$ cat src/rtl/quad_pkg.sv
// Shared definitions for the quadcopter command path.
// Holds the command opcode enum (also used by the UART and flight-side
// blocks), the response byte constants and the sequencer state enum.
package quad_pkg;

    typedef enum logic [7:0] {
        OP_REQ_BATT  = 8'h01,
        OP_SET_PTCH  = 8'h02,
        OP_SET_ROLL  = 8'h03,
        OP_SET_YAW   = 8'h04,
        OP_SET_THRST = 8'h05,
        OP_CALIBRATE = 8'h06,
        OP_EMER_LAND = 8'h07,
        OP_MTRS_OFF  = 8'h08
    } opcode_t;

    localparam logic [7:0] RESP_ACK  = 8'hA5;
    localparam logic [7:0] RESP_NACK = 8'hEE;

    typedef enum logic [2:0] {
        ST_IDLE,
        ST_BATT,
        ST_SPINUP,
        ST_CAL,
        ST_RESP
    } state_t;

endpackage

$ cat src/rtl/cmd_wdog.sv
// Command-link watchdog: saturating up-counter.
// Ports:
//   clk, rst_n : clock, asynchronous active-low reset
//   i_en       : count enable (sequencer idle)
//   i_clr      : synchronous clear (a frame was consumed); wins over i_en
//   o_tc       : terminal count reached while enabled
// Terminal count is 2^10 cycles with FAST_SIM != 0, otherwise 2^26.
module cmd_wdog #(
    parameter int FAST_SIM = 1
) (
    input  logic clk,
    input  logic rst_n,
    input  logic i_en,
    input  logic i_clr,
    output logic o_tc
);

    localparam int WD_W = (FAST_SIM != 0) ? 10 : 26;

    logic [WD_W-1:0] r_cnt;
    logic            w_full;

    assign w_full = &r_cnt;

    always_ff @(posedge clk or negedge rst_n) begin
        if (!rst_n) begin
            r_cnt <= '0;
        end else if (i_clr) begin
            r_cnt <= '0;
        end else if (i_en && !w_full) begin
            r_cnt <= r_cnt + WD_W'(1);
        end
    end

    // All-ones is the 2^WD_W-th idle cycle; it stays asserted while saturated.
    assign o_tc = i_en & w_full;

endmodule

$ cat src/rtl/cmd_cfg.sv
// Command sequencer between the UART command receiver and the flight
// datapath. Decodes one opcode+data frame at a time, writes setpoints,
// sequences battery conversion and inertial calibration, owns the
// motor-off latch, returns one response byte per command and zeroes the
// setpoints when the command link goes quiet.
// Ports:
//   clk, rst_n                 : clock, asynchronous active-low reset
//   cmd_rdy, cmd, data         : pending frame from the UART receiver
//   clr_cmd_rdy                : consumes the pending frame (same cycle)
//   resp, send_resp, resp_sent : response byte handshake with the transmitter
//   d_ptch, d_roll, d_yaw      : signed attitude setpoints
//   thrst                      : thrust setpoint
//   batt, strt_cnv, cnv_cmplt  : battery A2D handshake
//   inertial_cal, strt_cal,
//   cal_done                   : calibration sequencing
//   motors_off                 : ESC outputs forced off
module cmd_cfg
    import quad_pkg::*;
#(
    parameter int FAST_SIM = 1
) (
    input  logic               clk,
    input  logic               rst_n,
    input  logic               cmd_rdy,
    input  logic [7:0]         cmd,
    input  logic [15:0]        data,
    output logic               clr_cmd_rdy,
    output logic [7:0]         resp,
    output logic               send_resp,
    input  logic               resp_sent,
    output logic signed [15:0] d_ptch,
    output logic signed [15:0] d_roll,
    output logic signed [15:0] d_yaw,
    output logic [8:0]         thrst,
    input  logic [7:0]         batt,
    output logic               strt_cnv,
    input  logic               cnv_cmplt,
    output logic               inertial_cal,
    output logic               strt_cal,
    input  logic               cal_done,
    output logic               motors_off
);

    localparam int SPIN_W = (FAST_SIM != 0) ? 9 : 25;

    state_t             r_state;
    logic signed [15:0] r_d_ptch;
    logic signed [15:0] r_d_roll;
    logic signed [15:0] r_d_yaw;
    logic [8:0]         r_thrst;
    logic [7:0]         r_resp;
    logic               r_send_resp;
    logic               r_strt_cnv;
    logic               r_strt_cal;
    logic               r_inertial_cal;
    logic               r_motors_off;
    logic [SPIN_W-1:0]  r_spin;

    logic               w_consume;
    logic               w_idle;
    logic               w_wd_tc;

    assign w_idle    = (r_state == ST_IDLE);
    // Frame is taken in the same cycle it is seen so the receiver can drop
    // cmd_rdy before the next edge.
    assign w_consume = w_idle & cmd_rdy;

    cmd_wdog #(
        .FAST_SIM (FAST_SIM)
    ) u_wdog (
        .clk   (clk),
        .rst_n (rst_n),
        .i_en  (w_idle),
        .i_clr (w_consume),
        .o_tc  (w_wd_tc)
    );

    always_ff @(posedge clk or negedge rst_n) begin
        if (!rst_n) begin
            r_state        <= ST_IDLE;
            r_d_ptch       <= '0;
            r_d_roll       <= '0;
            r_d_yaw        <= '0;
            r_thrst        <= '0;
            r_resp         <= '0;
            r_send_resp    <= 1'b0;
            r_strt_cnv     <= 1'b0;
            r_strt_cal     <= 1'b0;
            r_inertial_cal <= 1'b0;
            r_motors_off   <= 1'b1;
            r_spin         <= '0;
        end else begin
            // Strobes default low; each is raised for exactly one cycle
            // on the transition that calls for it.
            r_send_resp <= 1'b0;
            r_strt_cnv  <= 1'b0;
            r_strt_cal  <= 1'b0;

            case (r_state)
                ST_IDLE: begin
                    if (cmd_rdy) begin
                        r_state     <= ST_RESP;
                        r_send_resp <= 1'b1;
                        r_resp      <= RESP_ACK;
                        case (cmd)
                            OP_SET_PTCH:  r_d_ptch <= data;
                            OP_SET_ROLL:  r_d_roll <= data;
                            OP_SET_YAW:   r_d_yaw  <= data;
                            OP_SET_THRST: r_thrst  <= data[8:0];
                            OP_EMER_LAND: begin
                                r_d_ptch <= '0;
                                r_d_roll <= '0;
                                r_d_yaw  <= '0;
                                r_thrst  <= '0;
                            end
                            OP_MTRS_OFF:  r_motors_off <= 1'b1;
                            OP_REQ_BATT: begin
                                r_state     <= ST_BATT;
                                r_send_resp <= 1'b0;
                                r_resp      <= r_resp;
                                r_strt_cnv  <= 1'b1;
                            end
                            OP_CALIBRATE: begin
                                r_state        <= ST_SPINUP;
                                r_send_resp    <= 1'b0;
                                r_resp         <= r_resp;
                                r_motors_off   <= 1'b0;
                                r_d_ptch       <= '0;
                                r_d_roll       <= '0;
                                r_d_yaw        <= '0;
                                r_thrst        <= '0;
                                r_inertial_cal <= 1'b1;
                                r_spin         <= '0;
                            end
                            default:      r_resp <= RESP_NACK;
                        endcase
                    end else if (w_wd_tc) begin
                        // Link lost: land. Latch and response untouched.
                        r_d_ptch <= '0;
                        r_d_roll <= '0;
                        r_d_yaw  <= '0;
                        r_thrst  <= '0;
                    end
                end

                ST_BATT: begin
                    if (cnv_cmplt) begin
                        r_resp      <= batt;
                        r_send_resp <= 1'b1;
                        r_state     <= ST_RESP;
                    end
                end

                ST_SPINUP: begin
                    // Timer is 0 on the first spin-up cycle, so all-ones marks
                    // the last of 2^SPIN_W cycles.
                    if (&r_spin) begin
                        r_strt_cal <= 1'b1;
                        r_state    <= ST_CAL;
                    end else begin
                        r_spin <= r_spin + SPIN_W'(1);
                    end
                end

                ST_CAL: begin
                    if (cal_done) begin
                        r_inertial_cal <= 1'b0;
                        r_resp         <= RESP_ACK;
                        r_send_resp    <= 1'b1;
                        r_state        <= ST_RESP;
                    end
                end

                ST_RESP: begin
                    if (resp_sent) begin
                        r_state <= ST_IDLE;
                    end
                end

                default: r_state <= ST_IDLE;
            endcase
        end
    end

    assign clr_cmd_rdy  = w_consume;
    assign resp         = r_resp;
    assign send_resp    = r_send_resp;
    assign d_ptch       = r_d_ptch;
    assign d_roll       = r_d_roll;
    assign d_yaw        = r_d_yaw;
    assign thrst        = r_thrst;
    assign strt_cnv     = r_strt_cnv;
    assign strt_cal     = r_strt_cal;
    assign inertial_cal = r_inertial_cal;
    assign motors_off   = r_motors_off;

endmodule

$ cat config.mk
export PLATFORM = sky130hd
export DESIGN_NAME = cmd_cfg
export DESIGN_NICKNAME = d
export VERILOG_FILES = /design/src/rtl/quad_pkg.sv /design/src/rtl/cmd_wdog.sv /design/src/rtl/cmd_cfg.sv
export SDC_FILE = /design/constraint.sdc
export NUM_CORES = 1
export LEC_CHECK = 0
export CAP_MARGIN = 10
export CELL_PAD_IN_SITES_DETAIL_PLACEMENT = 1
export CELL_PAD_IN_SITES_GLOBAL_PLACEMENT = 2
export CORE_UTILIZATION = 28
export DETAILED_ROUTE_END_ITERATION = 10
export PLACE_DENSITY_LB_ADDON = 0.1
export SLEW_MARGIN = 10
export SYNTH_ARGS = -nofsm -noshare
export SYNTH_HDL_FRONTEND = slang
export SYNTH_SLANG_ARGS = --single-unit
$ cat constraint.sdc
create_clock -name clk -period 2.6 [get_ports clk]
set_clock_uncertainty 0.05 [all_clocks]
set_input_delay 0.52 -clock clk [delete_from_list [all_inputs] [get_ports clk]]
set_output_delay 0.52 -clock clk [all_outputs]
set_load 0.005 [all_outputs]
==> flow_summary_export.csv, run 1 <==
group,metric,value,unit
outcome,status,"finished clean",
layout,diodes,0,
layout,final_common_cell,"clkdlybuf4s50_1",
detailed_routing,routedWlPerCell,18.8,microns
layout,final_cell_mix,"106 x clkdlybuf4s50_1, 91 x dfrtp_1, 34 x buf_4",
yosys,synth_cell_types,59,
global_routing,grt_antenna_before_repair,0,
detailed_routing,ant_nets,0,
yosys,synth_top_cell_by_area,"dfrtp_1",
yosys,synth_top_area_share,0.545,
detailed_routing,first_pass_iters,5,
detailed_routing,viasPerCell,5.17,
sta,setup_viol_count_final,0,
yosys,async_flop_share,1.00,
worst_setup_path,path_cells,"or4b_4 -> inv_2 -> clkdlybuf4s50_1",
place,dp_cells,665,
yosys,netlist_area,0.00418,sq mm
yosys,syn_avg_cell_area,11.7,sq um
sta,hold_ws,0.140,ns
clock_network,h-tree-depth,3,
yosys,synth-xor-area-share,0.0105,
sta,rsz0062_at_grt,"false",
floorplan,die_w,124,microns
yosys,synth_mux_area_frac,0.0237,
clock_network,root_buffer,"clkbuf_16",
floorplan,rows,44,
global_routing,use_met3,0.0371,
global_routing,grt_first_pass_wirelength,20700,microns
worst_setup_path,worst_ep_arrival_time,1.86,ns
place,gp_congestion,0.764,
sta,slew_headroom,0.499,
layout,seq_area,0.00230,sq mm
clock_network,cts.sinks,92,
place,port_buffers,108,
layout,multi_input_area,0.00172,sq mm
worst_setup_path,start_kind,"flip-flop",
worst_setup_path,end_kind,"output pin",
floorplan,die_h,124,microns
layout,nets,533,
yosys,synth-simple-area-share,0.150,
global_routing,grt.overflow.total,0,
yosys,synth_ff_type,"dfrtp_1",
detailed_routing,wirelength,12800,microns
layout,area_growth,44.2,%
detailed_routing,first_iter_violations,118,
global_routing,track_usage,0.178,
global_routing,first_global_vias,3800,
sta,drv_slew,0,
floorplan,coreArea,0.0145,sq mm
detailed_routing,drc,0,
clock_network,clk-insertion-delay-late,0.34,ns
sta,fmax,412,MHz
yosys,synth_area_leaders,"dfrtp_1 55%, a32o_1 6.5%, a22o_1 4.6%, o2bb2ai_1 2.5%, nand2_1 2.3%",
clock_network,cts_max_path_buffers,2,
power,power_leakage,2.49,nW
sta,finalHoldViolations,0,
yosys,synth-seq-area-share,0.552,
sta,max_slew.worst_pin.slew,0.751,ns
worst_setup_path,slowest_delay,0.54,ns
yosys,synth_top_family_by_area,"compound AO/OA/AOI/OAI gates",
place,dp_hpwl,9320,microns
yosys,synth-compound-area-share,0.218,
layout,n_fill_cell,1611,
min_path,hp-class,"in2async",
layout,drive_above_1_share,0.169,
power,p_per_area,642,mW/mm^2
yosys,yosys.area_share.adder,0.00899,
floorplan,ios,109,
worst_setup_path,critPathKind,"reg2out",
worst_setup_path,path_buf_inv,2,
worst_setup_path,required,2.03,ns
sta,period_share,0.935,
yosys,netlist_instances,357,
clock_network,numCtsBuffers,9,
clock_network,cts_setup_buffers,0,
worst_setup_path,cpLargestDelayFamily,"buffers and inverters",
yosys,yosysWarningCount,0,
detailed_routing,vias,3518,
worst_setup_path,slowest_stage,"or4b_4",
layout,final_cells,681,
yosys,synth_edf_count,0,
clock_network,clk_pin_slew,0.07,ns
yosys,yosys_register_bits,92,
sta,period_needed,2.43,ns
floorplan,dieArea,0.0154,sq mm
power,ir_drop,410,uV
floorplan,start_util,0.287,
yosys,syn_nets,398,
clock_network,cts_tree,"built",
global_routing,top_usage_layer,"met2",
global_routing,met1_usage,0.239,
flow_run,cap_violations,0,
worst_setup_path,cp_max_fo,4,
global_routing,use_met2,0.284,
global_routing,grt_start_max_net_pins,93,
cells in the mapped netlist (3+ instances only):
master     instances
dfrtp_1           91
a32o_1            27
nand2_1           26
a22o_1            22
nor2_1            15
nand3_1           13
o21ai_0           12
o2bb2ai_1         12
buf_2             11
clkbuf_1           9
inv_1              9
a21oi_1            8
or3_1              8
mux2_2             7
nor3_1             7
and3_1             4
nand4_1            4
nor4_2             4
o22a_1             4
a31oi_1            3
and2_1             3
ha_1               3
nor3_2             3
o22ai_1            3
xor2_1             3
state kept, by name, indices dropped and copies added, names as in the netlist, 3 cells and up:
name and count:
thrst 9, u_wdog.r_cnt 10, d_yaw 16, r_state 3, d_ptch 16, d_roll 16, resp 8, r_spin 9
worst register-to-register path, delay by kind of cell (launching register included):
family                   cells  cell delay, ns
AND/OR/NAND/NOR              6            1.26
flip-flops                   1            0.41
adder cells (fa/ha/maj)      2            0.43
XOR/XNOR                     1            0.16
cells by family after synthesis:
family,Yosys count
AND/OR/NAND/NOR,107
AO/OA/AOI/OAI,109
XOR/XNOR,5
flip-flops,92
multiplexers,9
buffers and inverters,32
adder cells (fa/ha/maj),3
through the flow:
step / setup WS [ns] / cell area [sq um] / TNS, ns / utilization / power (mW)
after detailed placement: -0.117 / 5730 / -3.32 / 0.394 / 2.63
after global placement: -0.193 / 5730 / -4.08 / 0.394 / 2.61
after CTS: 0.157 / 6020 / 0 / 0.414 / 3.93
after global routing: 0.0960 / 6020 / 0 / 0.414 / 4.10
after floorplan: 0.188 / 4180 / 0 / - / 2.13
final: 0.170 / 6020 / 0 / 0.414 / 3.87
cell type report:
cell class / count / area share
Sequential cell: 92 / 0.383
Inverter: 9 / 0.00561
Multi-Input combinational cell: 233 / 0.286
Timing Repair Buffer: 147 / 0.240
Clock buffer: 9 / 0.0374
Tap cell: 184 / 0.0382
Clock inverter: 7 / 0.00977
power by group:
group	switching (mW)	total, mW	internal (mW)
clock network	0.618	1.28	0.666
registers	0.126	1.72	1.59
logic	0.391	0.861	0.470
worst paths after layout:
| check | end | slack, ns | startpoint | depth (start not counted) |
|---|---|---|---|---|
| worst min-delay path | r_spin[5] | 0.14 | rst_n | 2 |
| max in group asynchronous | d_yaw[13] | 1.91 | rst_n | 2 |
| worst max register to register | r_spin[7] | 0.19 | r_spin[0] | 9 |
| min in group clk | thrst[7] | 0.44 | thrst[7] | 1 |
| worst max-delay path | clr_cmd_rdy | 0.17 | r_state[0] | 3 |
| worst min register to register | thrst[7] | 0.44 | thrst[7] | 1 |
metal layers:
metal | vias to the layer above | part of all wire
li1 | 1635 | -
met1 | 1821 | 0.47
met2 | 50 | 0.49
met3 | 12 | 0.031
met4 | 0 | 0.013
met5 | - | 0
repair_timing:
action                     CTS  global route
gates resized for setup      3             0
setup endpoints to repair    1             0
hold buffers                 0             0
(Power assumes the default switching activity.)
==> run 2: changes to the inputs <==
==> constraint.sdc (replaced) <==
create_clock -name clk -period 2.6 [get_ports clk]
set_clock_uncertainty 0.05 [all_clocks]
set_input_delay 0.52 -clock clk [delete_from_list [all_inputs] [get_ports clk]]
set_output_delay 0.52 -clock clk [all_outputs]
set_load 0.01 [all_outputs]
==> run 2 against run 1 <==
Net effect: power rose by 5.2%; critical path depth rose by 6; cell area rose by 0.33%; wire length fell by 1.9%; final cell count did not move; largest cell class unchanged.
==> flow_summary_export.csv, run 2 (synthesized netlist as in run 1, its figures left out) <==
group,metric,value,unit
outcome,status,"finished clean",
detailed_routing,drc,0,
clock_network,cts_tree,"built",
place,place_ws,-0.115,ns
sta,slew_headroom,0.483,
sta,finalHoldViolations,0,
power,switchingPower,1.14,mW
worst_setup_path,slowest_stage,"or4b_1",
place,dp_cells,665,
power,p_total,4.07,mW
min_path,hp-class,"in2async",
sta,tns,0,ns
global_routing,grt_first_pass_wirelength,20100,microns
layout,nets,533,
place,gp_congestion,0.780,
detailed_routing,first_pass_iters,4,
clock_network,cts_setup_buffers,0,
floorplan,start_util,0.287,
sta,setup_viol_count_final,0,
layout,fin_area,0.00604,sq mm
layout,drive_above_1_share,0.165,
worst_setup_path,worst_ep_arrival_time,2.61,ns
global_routing,grt_antenna_before_repair,0,
worst_setup_path,path_cells,"ha_1 -> nand3_1 -> nor2_1 -> and3_1 -> ha_1 -> or4b_1 -> nor4_2 -> xnor2_1 -> nor2_1",
floorplan,rows,44,
power,power_frac_clock,0.360,
layout,n_fill_cell,1592,
layout,final_cells,681,
detailed_routing,routedWlPerCell,18.5,microns
clock_network,clk-insertion-delay-late,0.35,ns
global_routing,first_global_vias,3754,
power,p_per_area,674,mW/mm^2
global_routing,track_usage,0.175,
sta,period_share,0.930,
clock_network,cts.sinks,92,
sta,setup_ws,0.181,ns
detailed_routing,wirelength,12600,microns
worst_setup_path,critPathKind,"reg2reg",
detailed_routing,ant_nets,0,
floorplan,die_w,124,microns
detailed_routing,viasPerCell,5.19,
worst_setup_path,start_kind,"flip-flop",
worst_setup_path,cp_max_fo,4,
floorplan,dieArea,0.0154,sq mm
power,ir_drop,291,uV
power,power_leakage,2.50,nW
layout,diodes,0,
floorplan,die_h,124,microns
clock_network,root_buffer,"clkbuf_16",
sta,drv_slew,0,
power,switching_share,0.279,
place,port_buffers,108,
layout,final_common_cell,"clkdlybuf4s50_1",
power,combPwrFrac,0.216,
place,placed_area,0.00571,sq mm
clock_network,h-tree-depth,3,
clock_network,cts_max_path_buffers,2,
clock_network,clk_pin_slew,0.06,ns
detailed_routing,vias,3535,
sta,fmax,413,MHz
layout,final_cell_mix,"106 x clkdlybuf4s50_1, 91 x dfrtp_1, 36 x buf_4",
sta,max_slew.worst_pin.slew,0.776,ns
worst_setup_path,required,2.79,ns
detailed_routing,first_iter_violations,182,
flow_run,cap_violations,0,
floorplan,coreArea,0.0145,sq mm
place,dp_hpwl,9110,microns
floorplan,ios,109,
clock_network,numCtsBuffers,9,
worst_setup_path,end_kind,"flip-flop",
global_routing,grt.overflow.total,0,
worst_setup_path,slowest_delay,0.54,ns
power,seqPwrFrac,0.423,
power,p_int,2.93,mW
sta,period_needed,2.42,ns
global_routing,grt_start_max_net_pins,93,
layout,area_growth,44.7,%
sta,rsz0062_at_grt,"false",
-- run 2: layer usage --
metal	track usage	part of all wire	up-vias
li1	-	-	1644
met2	0.275	0.49	71
met5	0	0	-
met3	0.0357	0.038	18
met1	0.232	0.45	1802
met4	0.0796	0.024	0
-- run 2: per-stage QoR --
stage | hold slack, ns | util
after CTS | 0.192 | 0.416
after global placement | 0.426 | 0.393
final | 0.159 | 0.416
after detailed placement | 0.423 | 0.393
after global routing | 0.213 | 0.416
after floorplan | 0.174 | -
-- run 2: layout make-up --
cell class	instances	area [sq um]	area share
Sequential cell	92	2300	0.381
Multi-Input combinational cell	233	1720	0.285
Timing Repair Buffer	147	1420	0.235
Clock buffer	10	239	0.0396
Tap cell	184	230	0.0381
Clock inverter	6	93.8	0.0155
Inverter	9	33.8	0.00559
-- run 2: worst max-delay path: cells and delay by family, from the launching register on --
kind	cells	cell delay (ns)
xor gates and xnor gates	1	0.15
adders and majority gates	2	0.44
DFF	1	0.42
and+or+nand+nor	6	1.24
-- run 2: repair_timing --
item                       4_1_cts  5_1_grt
hold buffers                     0        0
setup endpoints to repair        1        0
gates resized for setup          1        0
-- run 2: final timing paths --
path / start / end / slack (ns) / depth (start not counted)
setup / recovery: r_spin[0] / r_spin[7] / 0.18 / 9
hold / removal: rst_n / r_spin[4] / 0.16 / 2
setup reg to reg: r_spin[0] / r_spin[7] / 0.18 / 9
hold reg to reg: d_ptch[3] / d_ptch[3] / 0.44 / 1
max in group asynchronous: rst_n / d_roll[4] / 1.96 / 2
min in group clk: d_ptch[3] / d_ptch[3] / 0.44 / 1
-- run 2: power groups by stage --
stage | Clock (mW) | Sequential, mW | Combinational [mW]
global placement | 0 | 1.74 | 0.885
CTS | 1.51 | 1.72 | 0.896
global route | 1.57 | 1.74 | 0.986
finish | 1.47 | 1.72 | 0.880
detailed placement | 0 | 1.75 | 0.894
floorplan | 0 | 1.76 | 0.410
